===== config.mk =====
export PLATFORM = sky130hd
export DESIGN_NAME = mem_wb_unit
export DESIGN_NICKNAME = d
export VERILOG_FILES = /design/src/rtl/mem_wb_unit.sv
export SDC_FILE = /design/constraint.sdc
export NUM_CORES = 1
export LEC_CHECK = 0
export BUFFER_PORTS_ARGS = -buffer_cell sky130_fd_sc_hd__buf_2
export CORE_MARGIN = 4
export CORE_UTILIZATION = 49
export CTS_BUF_LIST = sky130_fd_sc_hd__clkbuf_8 sky130_fd_sc_hd__clkbuf_16
export DETAILED_ROUTE_END_ITERATION = 8
export GPL_TIMING_DRIVEN = 0
export PLACE_DENSITY = 0.81
export SYNTH_ARGS = -nofsm -noshare
export SYNTH_HDL_FRONTEND = slang
export SYNTH_SLANG_ARGS = --single-unit

===== constraint.sdc =====
create_clock -name clk -period 2.4 [get_ports clk]
set_clock_uncertainty 0.15 [all_clocks]
set_input_delay 0.24 -clock clk [delete_from_list [all_inputs] [get_ports clk]]
set_output_delay 0.24 -clock clk [all_outputs]
set_load 0.01 [all_outputs]

===== src/rtl/mem_wb_unit.sv =====
// mem_wb_unit: multi-cycle memory-access and register writeback stage.
// Accepts one executed instruction per handshake, performs an optional
// load/store over a req/ack bus with wait states, then drives WE3/A3/WD3.
// Optional feature: define MISALIGN_TRAP_EN to trap misaligned half/word
// accesses (adds the misalign output).
module mem_wb_unit #(
  parameter int unsigned DATA_WIDTH = 32
) (
  input  logic                  clk,
  input  logic                  rst,
  input  logic                  in_valid,
  output logic                  in_ready,
  input  logic [DATA_WIDTH-1:0] ALUResult,
  input  logic [DATA_WIDTH-1:0] WriteData,
  input  logic [DATA_WIDTH-1:0] PCPlus4,
  input  logic [2:0]            funct3,
  input  logic [4:0]            rd,
  input  logic                  RegWrite,
  input  logic                  MemWrite,
  input  logic                  ResultSrc,
  input  logic                  Jump,
  output logic                  mem_req,
  output logic                  mem_we,
  output logic [DATA_WIDTH-1:0] mem_addr,
  output logic [DATA_WIDTH-1:0] mem_wdata,
  output logic [3:0]            mem_be,
  input  logic [DATA_WIDTH-1:0] mem_rdata,
  input  logic                  mem_ack,
  output logic                  WE3,
  output logic [4:0]            A3,
  output logic [DATA_WIDTH-1:0] WD3
`ifdef MISALIGN_TRAP_EN
  ,
  output logic                  misalign
`endif
);

  localparam int unsigned BE_W  = 4;
  localparam int unsigned REG_W = 5;

  typedef enum logic [1:0] {
    S_IDLE = 2'd0,
    S_MEM  = 2'd1,
    S_WB   = 2'd2
  } state_t;

  state_t state, state_next;

  // Holding registers for the instruction in flight
  logic [1:0]       hold_off;
  logic [2:0]       hold_f3;
  logic [REG_W-1:0] hold_rd;
  logic             hold_regw;
  logic             hold_store;

  logic                  accept;
  logic                  is_mem_in;
  logic [1:0]            off_in;
  logic [BE_W-1:0]       be_in;
  logic [DATA_WIDTH-1:0] wdata_in;
  logic                  mis_in;
  logic [DATA_WIDTH-1:0] load_val;

  logic                  req_next;
  logic                  we3_next;
  logic [REG_W-1:0]      a3_next;
  logic [DATA_WIDTH-1:0] wd3_next;
  logic                  mis_next;

  assign accept = in_valid && (state == S_IDLE);
  assign off_in = ALUResult[1:0];
  // A jump never touches memory, even when ResultSrc is also set
  assign is_mem_in = MemWrite || (ResultSrc && !Jump);

  // Byte-lane enables and replicated store data from the incoming op
  always_comb begin
    be_in    = 4'b1111;
    wdata_in = WriteData;
    if (MemWrite) begin
      case (funct3)
        3'b000: begin
          be_in    = 4'(4'b0001 << off_in);
          wdata_in = {4{WriteData[7:0]}};
        end
        3'b001: begin
          be_in    = 4'(4'b0011 << {off_in[1], 1'b0});
          wdata_in = {2{WriteData[15:0]}};
        end
        default: ;
      endcase
    end else begin
      case (funct3[1:0])
        2'b00:   be_in = 4'(4'b0001 << off_in);
        2'b01:   be_in = 4'(4'b0011 << {off_in[1], 1'b0});
        default: ;
      endcase
    end
  end

`ifdef MISALIGN_TRAP_EN
  logic size_half;
  logic size_word;

  // Access-size decode and alignment fault detection for incoming op
  always_comb begin
    size_half = 1'b0;
    size_word = 1'b0;
    if (MemWrite) begin
      size_half = (funct3 == 3'b001);
      size_word = (funct3 != 3'b000) && (funct3 != 3'b001);
    end else begin
      size_half = (funct3[1:0] == 2'b01);
      size_word = funct3[1];
    end
    mis_in = is_mem_in &&
             ((size_half && off_in[0]) || (size_word && (off_in != 2'b00)));
  end
`else
  assign mis_in = 1'b0;
`endif

  // Load data extraction, alignment and extension from held address/size
  always_comb begin
    logic [7:0]  byte_v;
    logic [15:0] half_v;
    case (hold_off)
      2'b00:   byte_v = mem_rdata[7:0];
      2'b01:   byte_v = mem_rdata[15:8];
      2'b10:   byte_v = mem_rdata[23:16];
      default: byte_v = mem_rdata[31:24];
    endcase
    half_v = hold_off[1] ? mem_rdata[31:16] : mem_rdata[15:0];
    case (hold_f3)
      3'b000:  load_val = {{24{byte_v[7]}}, byte_v};
      3'b100:  load_val = {24'd0, byte_v};
      3'b001:  load_val = {{16{half_v[15]}}, half_v};
      3'b101:  load_val = {16'd0, half_v};
      default: load_val = mem_rdata;
    endcase
  end

  // Next-state and next-output logic
  always_comb begin
    state_next = state;
    req_next   = mem_req;
    we3_next   = 1'b0;
    a3_next    = A3;
    wd3_next   = WD3;
    mis_next   = 1'b0;
    case (state)
      S_IDLE: begin
        if (accept) begin
          if (mis_in) begin
            state_next = S_WB;
            mis_next   = 1'b1;
          end else if (is_mem_in) begin
            state_next = S_MEM;
            req_next   = 1'b1;
          end else begin
            state_next = S_WB;
            we3_next   = RegWrite && (rd != 5'd0);
            if (we3_next) begin
              a3_next  = rd;
              wd3_next = Jump ? PCPlus4 : ALUResult;
            end
          end
        end
      end
      S_MEM: begin
        if (mem_ack) begin
          req_next = 1'b0;
          if (hold_store) begin
            state_next = S_IDLE;
          end else begin
            state_next = S_WB;
            we3_next   = hold_regw && (hold_rd != 5'd0);
            if (we3_next) begin
              a3_next  = hold_rd;
              wd3_next = load_val;
            end
          end
        end
      end
      S_WB: begin
        state_next = S_IDLE;
      end
      default: begin
        state_next = S_IDLE;
        req_next   = 1'b0;
      end
    endcase
  end

  // State register and registered outputs
  always_ff @(posedge clk) begin
    if (rst) begin
      state    <= S_IDLE;
      in_ready <= 1'b1;
      mem_req  <= 1'b0;
      WE3      <= 1'b0;
      A3       <= '0;
      WD3      <= '0;
    end else begin
      state    <= state_next;
      in_ready <= (state_next == S_IDLE);
      mem_req  <= req_next;
      WE3      <= we3_next;
      A3       <= a3_next;
      WD3      <= wd3_next;
    end
  end

  // Memory command registers, loaded on accept of an aligned memory op
  always_ff @(posedge clk) begin
    if (rst) begin
      mem_we    <= 1'b0;
      mem_addr  <= '0;
      mem_wdata <= '0;
      mem_be    <= '0;
    end else if (accept && is_mem_in && !mis_in) begin
      mem_we    <= MemWrite;
      mem_addr  <= {ALUResult[DATA_WIDTH-1:2], 2'b00};
      mem_wdata <= wdata_in;
      mem_be    <= be_in;
    end
  end

  // Holding registers for writeback of a load
  always_ff @(posedge clk) begin
    if (rst) begin
      hold_off   <= 2'b00;
      hold_f3    <= 3'b000;
      hold_rd    <= '0;
      hold_regw  <= 1'b0;
      hold_store <= 1'b0;
    end else if (accept) begin
      hold_off   <= off_in;
      hold_f3    <= funct3;
      hold_rd    <= rd;
      hold_regw  <= RegWrite;
      hold_store <= MemWrite;
    end
  end

`ifdef MISALIGN_TRAP_EN
  // One-cycle misalignment trap pulse
  always_ff @(posedge clk) begin
    if (rst) misalign <= 1'b0;
    else     misalign <= mis_next;
  end
`endif

endmodule


==> reports/results.txt <==
Counting along the longest clock path gives a buffer depth of 2. The timing-limited maximum frequency is 443.1 MHz, and the die width is 119.8 um. The finished cells cover 0.008713 mm2. Number of failing hold endpoints at the final stage: 0. The vertical die dimension came out at 119.8 um. Most frequent standard cell in the layout excluding fill and tap cells: buf_2. The cell count after synthesis came out at 724. The critical setup path kind was in -> reg. The clock network burns 43.5% of the power. The largest net degree at the start of global routing is 17.

Setup total negative slack on the finished layout was measured at 0 ns. Once detail routing completed, the nets flagged for antenna violations numbered 0. The worst reg2reg path depth was 6.

The count of maximum capacitance violations was 0; the transition time of the tightest slew-check pin was 0.6885 ns. The floorplan has 40 rows. The final estimated routing congestion in global placement was 1.028; the number of buffers inserted during clock tree synthesis was 17.

Yosys mapped a number of flops with a built-in enable equal to 0. The tools report the effective utilization at floorplan as 50.55%. Capturing point of the worst reg2reg path: WD3[26]$_SDFFE_PP0P_. The die covers 0.01435 mm2. Normalized max-slew margin: 53.90%. At the end of the flow, the number of nets in the layout was 1191. The largest single stage delay on the critical path is 0.54 ns. Area growth from synthesis to layout: 42.33%. Once the clock tree was built, the resizer swapped 0 gates to a different size. The run finished with clean final reports. The average instance in the mapped netlist occupies 8.456 um2. The proportion of register bits with asynchronous set or reset after synthesis came out at 0%. The run gives 121 as the clock sink count. The post-detailed-placement half-perimeter wirelength is 17.13 mm, and the CTS clock-pin slew for the worst setup and hold paths is 0.06 ns.

The largest individual stage delay along the critical path comes from the cell dlygate4sd3_1. Cell internal power was estimated by the tool at 4.268 mW. For the detailed-routing iteration count for the pre-antenna-repair pass, the log shows 6. Power comes to 5.894 mW.

The number of input and output port buffers inserted works out to 249. The critical path contains buffers and inverters numbering 4 combined. STA classifies the critical path endpoint as a register. The count of buffers added by post-CTS timing repair for setup was 0.

Worst hold path class: in -> reg. The detailed router finished its first iteration with 720 violations. For the number of standard cells in the layout, taps in and fillers out, the log shows 1228. TritonCTS built the clock tree. The fraction of the cycle the final worst path needs was 94.04%. The share of total power dissipated in combinational logic is 19.1%. Overall via count from detail_route: 7182. In this run the worst setup path begins at rd[4]. Among cell families on the critical path, the largest total delay comes from buffers and inverters. The number of global-route vias before repair was 6839. For the total grt overflow, the log shows 0. The first global-routing pass estimated 35.94 mm of wire. For the I/O pin count, the log shows 253. The reported leakage power is 3.764 nW, and the worst-case vdd ir drop is 0.0004808 V.

The endpoint required time on the critical path was 2.57 ns; the initial antenna violation count was 2. Using the TritonRoute via totals, the vias-per-cell ratio works out to 5.849. The latest clock arrival within the worst-skew pair was 0.41 ns.

The post-layout minimum cycle time is 2.257 ns, and the final-layout worst hold slack is 0.009772 ns. The cell area after synthesis was 0.006122 mm2; the routed wirelength normalized by instance count was 19.10 um. Critical path launch point type: a primary input. The tools report the arrival time at the worst endpoint as 2.42 ns.

Setup violations remaining at the end of the flow were counted as 0. The total area inside the core boundary comes to 0.01211 mm2. The most critical setup path has its endpoint at WD3[4]$_SDFFE_PP0P_.

Net switching is 27.59% of the power. The final layout contains routed wiring with a total length of 23.45 mm. Global routing consumed, over all layers together, 31.55% of the routing resources. The setup slack of the worst register-to-register path is 0.19 ns. The library cell with the largest summed area after synthesis is dfxtp_1.

In this run, post-CTS hold repair placed 54 buffers. The analysis attributes to net switching a power of 1.626 mW. Cells with a size suffix above 1 make up 31.07% of the layout. The critical path crosses 8 cells after its start point. Sequential cells account for 37.4% of the total power. Counting distinct cell types in the post-synthesis netlist gives 45. The beginning of the worst register-to-register path is hold_off[1]$_SDFFE_PP0N_. The H-tree was split into 4 levels. After synthesis the netlist holds a flip-flop and latch count of 121. Leaving out fill and tap cells, the most frequent cells in the layout are buf_2 (265), nand2_1 (139), dfxtp_1 (121). The sequential element share of the synthesized area is 39.57%, and the largest fanout of any net on the critical path is 10. Most used flip-flop cell after synthesis: dfxtp_1. The synthesis warning total was 0. Traced cell by cell, the critical path runs through dlygate4sd3_1, buf_2, nor3_1, and2_1, buf_1, clkbuf_1, o2111ai_1, o41ai_1. Once placement completed, the tool counted placed cells totaling 1142.

The clock root buffer master was clkbuf_16. Setup repair after global routing left no endpoint under its margin. The final design utilization is 71.94%, and the minimum setup slack in the final design is 0.1432 ns.

The power density of the placed cells is 676.5 mW/mm2, and the top-area cell type share of the netlist area is 39.57%. The run gives 0.007582 mm2 as the total cell area at the placement stage. The final-report max-slew violation count was 0. The run gives 0.1039 ns as the worst-case setup slack after placement.

For this run, design rule violations remaining after detail routing come to 0. After synthesis, the cell types taking the most area are dfxtp_1 (40%), nand2_1 (8.5%), a21oi_1 (6.4%).
==> power by group through the flow <==
stage	clock [mW]	sequential (mW)	combinational, mW
floorplan	0	2.29	0.543
global placement	0	2.24	1.02
detailed placement	0	2.24	1.03
CTS	2.56	2.20	1.10
global route	2.66	2.22	1.21
finish	2.56	2.20	1.13
==> cells in the mapped netlist, types with 7 or more instances <==
cell type and number:
o211ai_1 20, clkbuf_1 49, mux2_2 20, a22o_1 8, a221oi_1 16, a311oi_1 16, o21ai_0 13, a21oi_1 78
and3b_1 7, nor2_1 28, o2111ai_1 24, dfxtp_1 121, nor2b_1 29, o41ai_1 23, mux2i_1 26, a211oi_1 38
buf_2 16, nand2_1 139
==> cells by family (layout without fill, tap and decap cells) <==
kind of cell / after synthesis / in the layout / synth area share (%)
and+or+nand+nor: 224 / 224 / 16.80
other: 1 / 3 / 0.06125
DFF: 121 / 121 / 39.57
buffers and inverters: 79 / 413 / 5.723
AOI/OAI and AO/OA: 252 / 252 / 29.55
muxes: 47 / 47 / 8.298
==> tightest hold or removal path, stage by stage <==
cell and delay, ns:
buf_2 0.08, o211ai_1 0.08, a21oi_1 0.14
==> worst min-delay path by stage <==
stage                                    start                         end  cells past startpoint
CTS                               mem_rdata[1]         WD3[1]$_SDFFE_PP0P_                      3
floorplan                             in_valid         in_ready$_SDFF_PP1_                      1
global placement    mem_wdata[15]$_SDFFE_PP0P_  mem_wdata[15]$_SDFFE_PP0P_                      2
global route                     WriteData[30]  mem_wdata[30]$_SDFFE_PP0P_                      3
finish                           WriteData[30]  mem_wdata[30]$_SDFFE_PP0P_                      3
detailed placement   mem_wdata[8]$_SDFFE_PP0P_   mem_wdata[8]$_SDFFE_PP0P_                      2
==> registers in the layout, indices dropped and copies added, names as in the netlist <==
signal,flops
mem_req,1
WD3,32
A3,5
hold_store,1
in_ready,1
hold_rd,5
hold_f3,3
mem_we,1
mem_addr,30
mem_wdata,32
hold_off,2
state,2
mem_be,4
WE3,1
hold_regw,1
==> area by class of cell <==
cell class / instances / area (um2)
inverters: 3 / 11.26
multi-input cells: 525 / 3353
diodes: 1 / 2.502
clock inverters: 12 / 135.1
fillers: 1012 / 3398
well taps: 168 / 210.2
repair buffers: 303 / 1787
clock buffers: 19 / 452.9
plain buffers: 76 / 339.1
flip-flops and latches: 121 / 2422
==> routing by layer <==
metal / vias up / GRT usage, % / share of wire [%]
li1: 3330 / - / -
met1: 3322 / 39.31 / 38
met2: 437 / 51.91 / 48
met3: 91 / 8.294 / 9.9
met4: 2 / 12.96 / 4.3
met5: - / 0 / 0.030
Note: power is estimated with default switching activity, not from simulation.
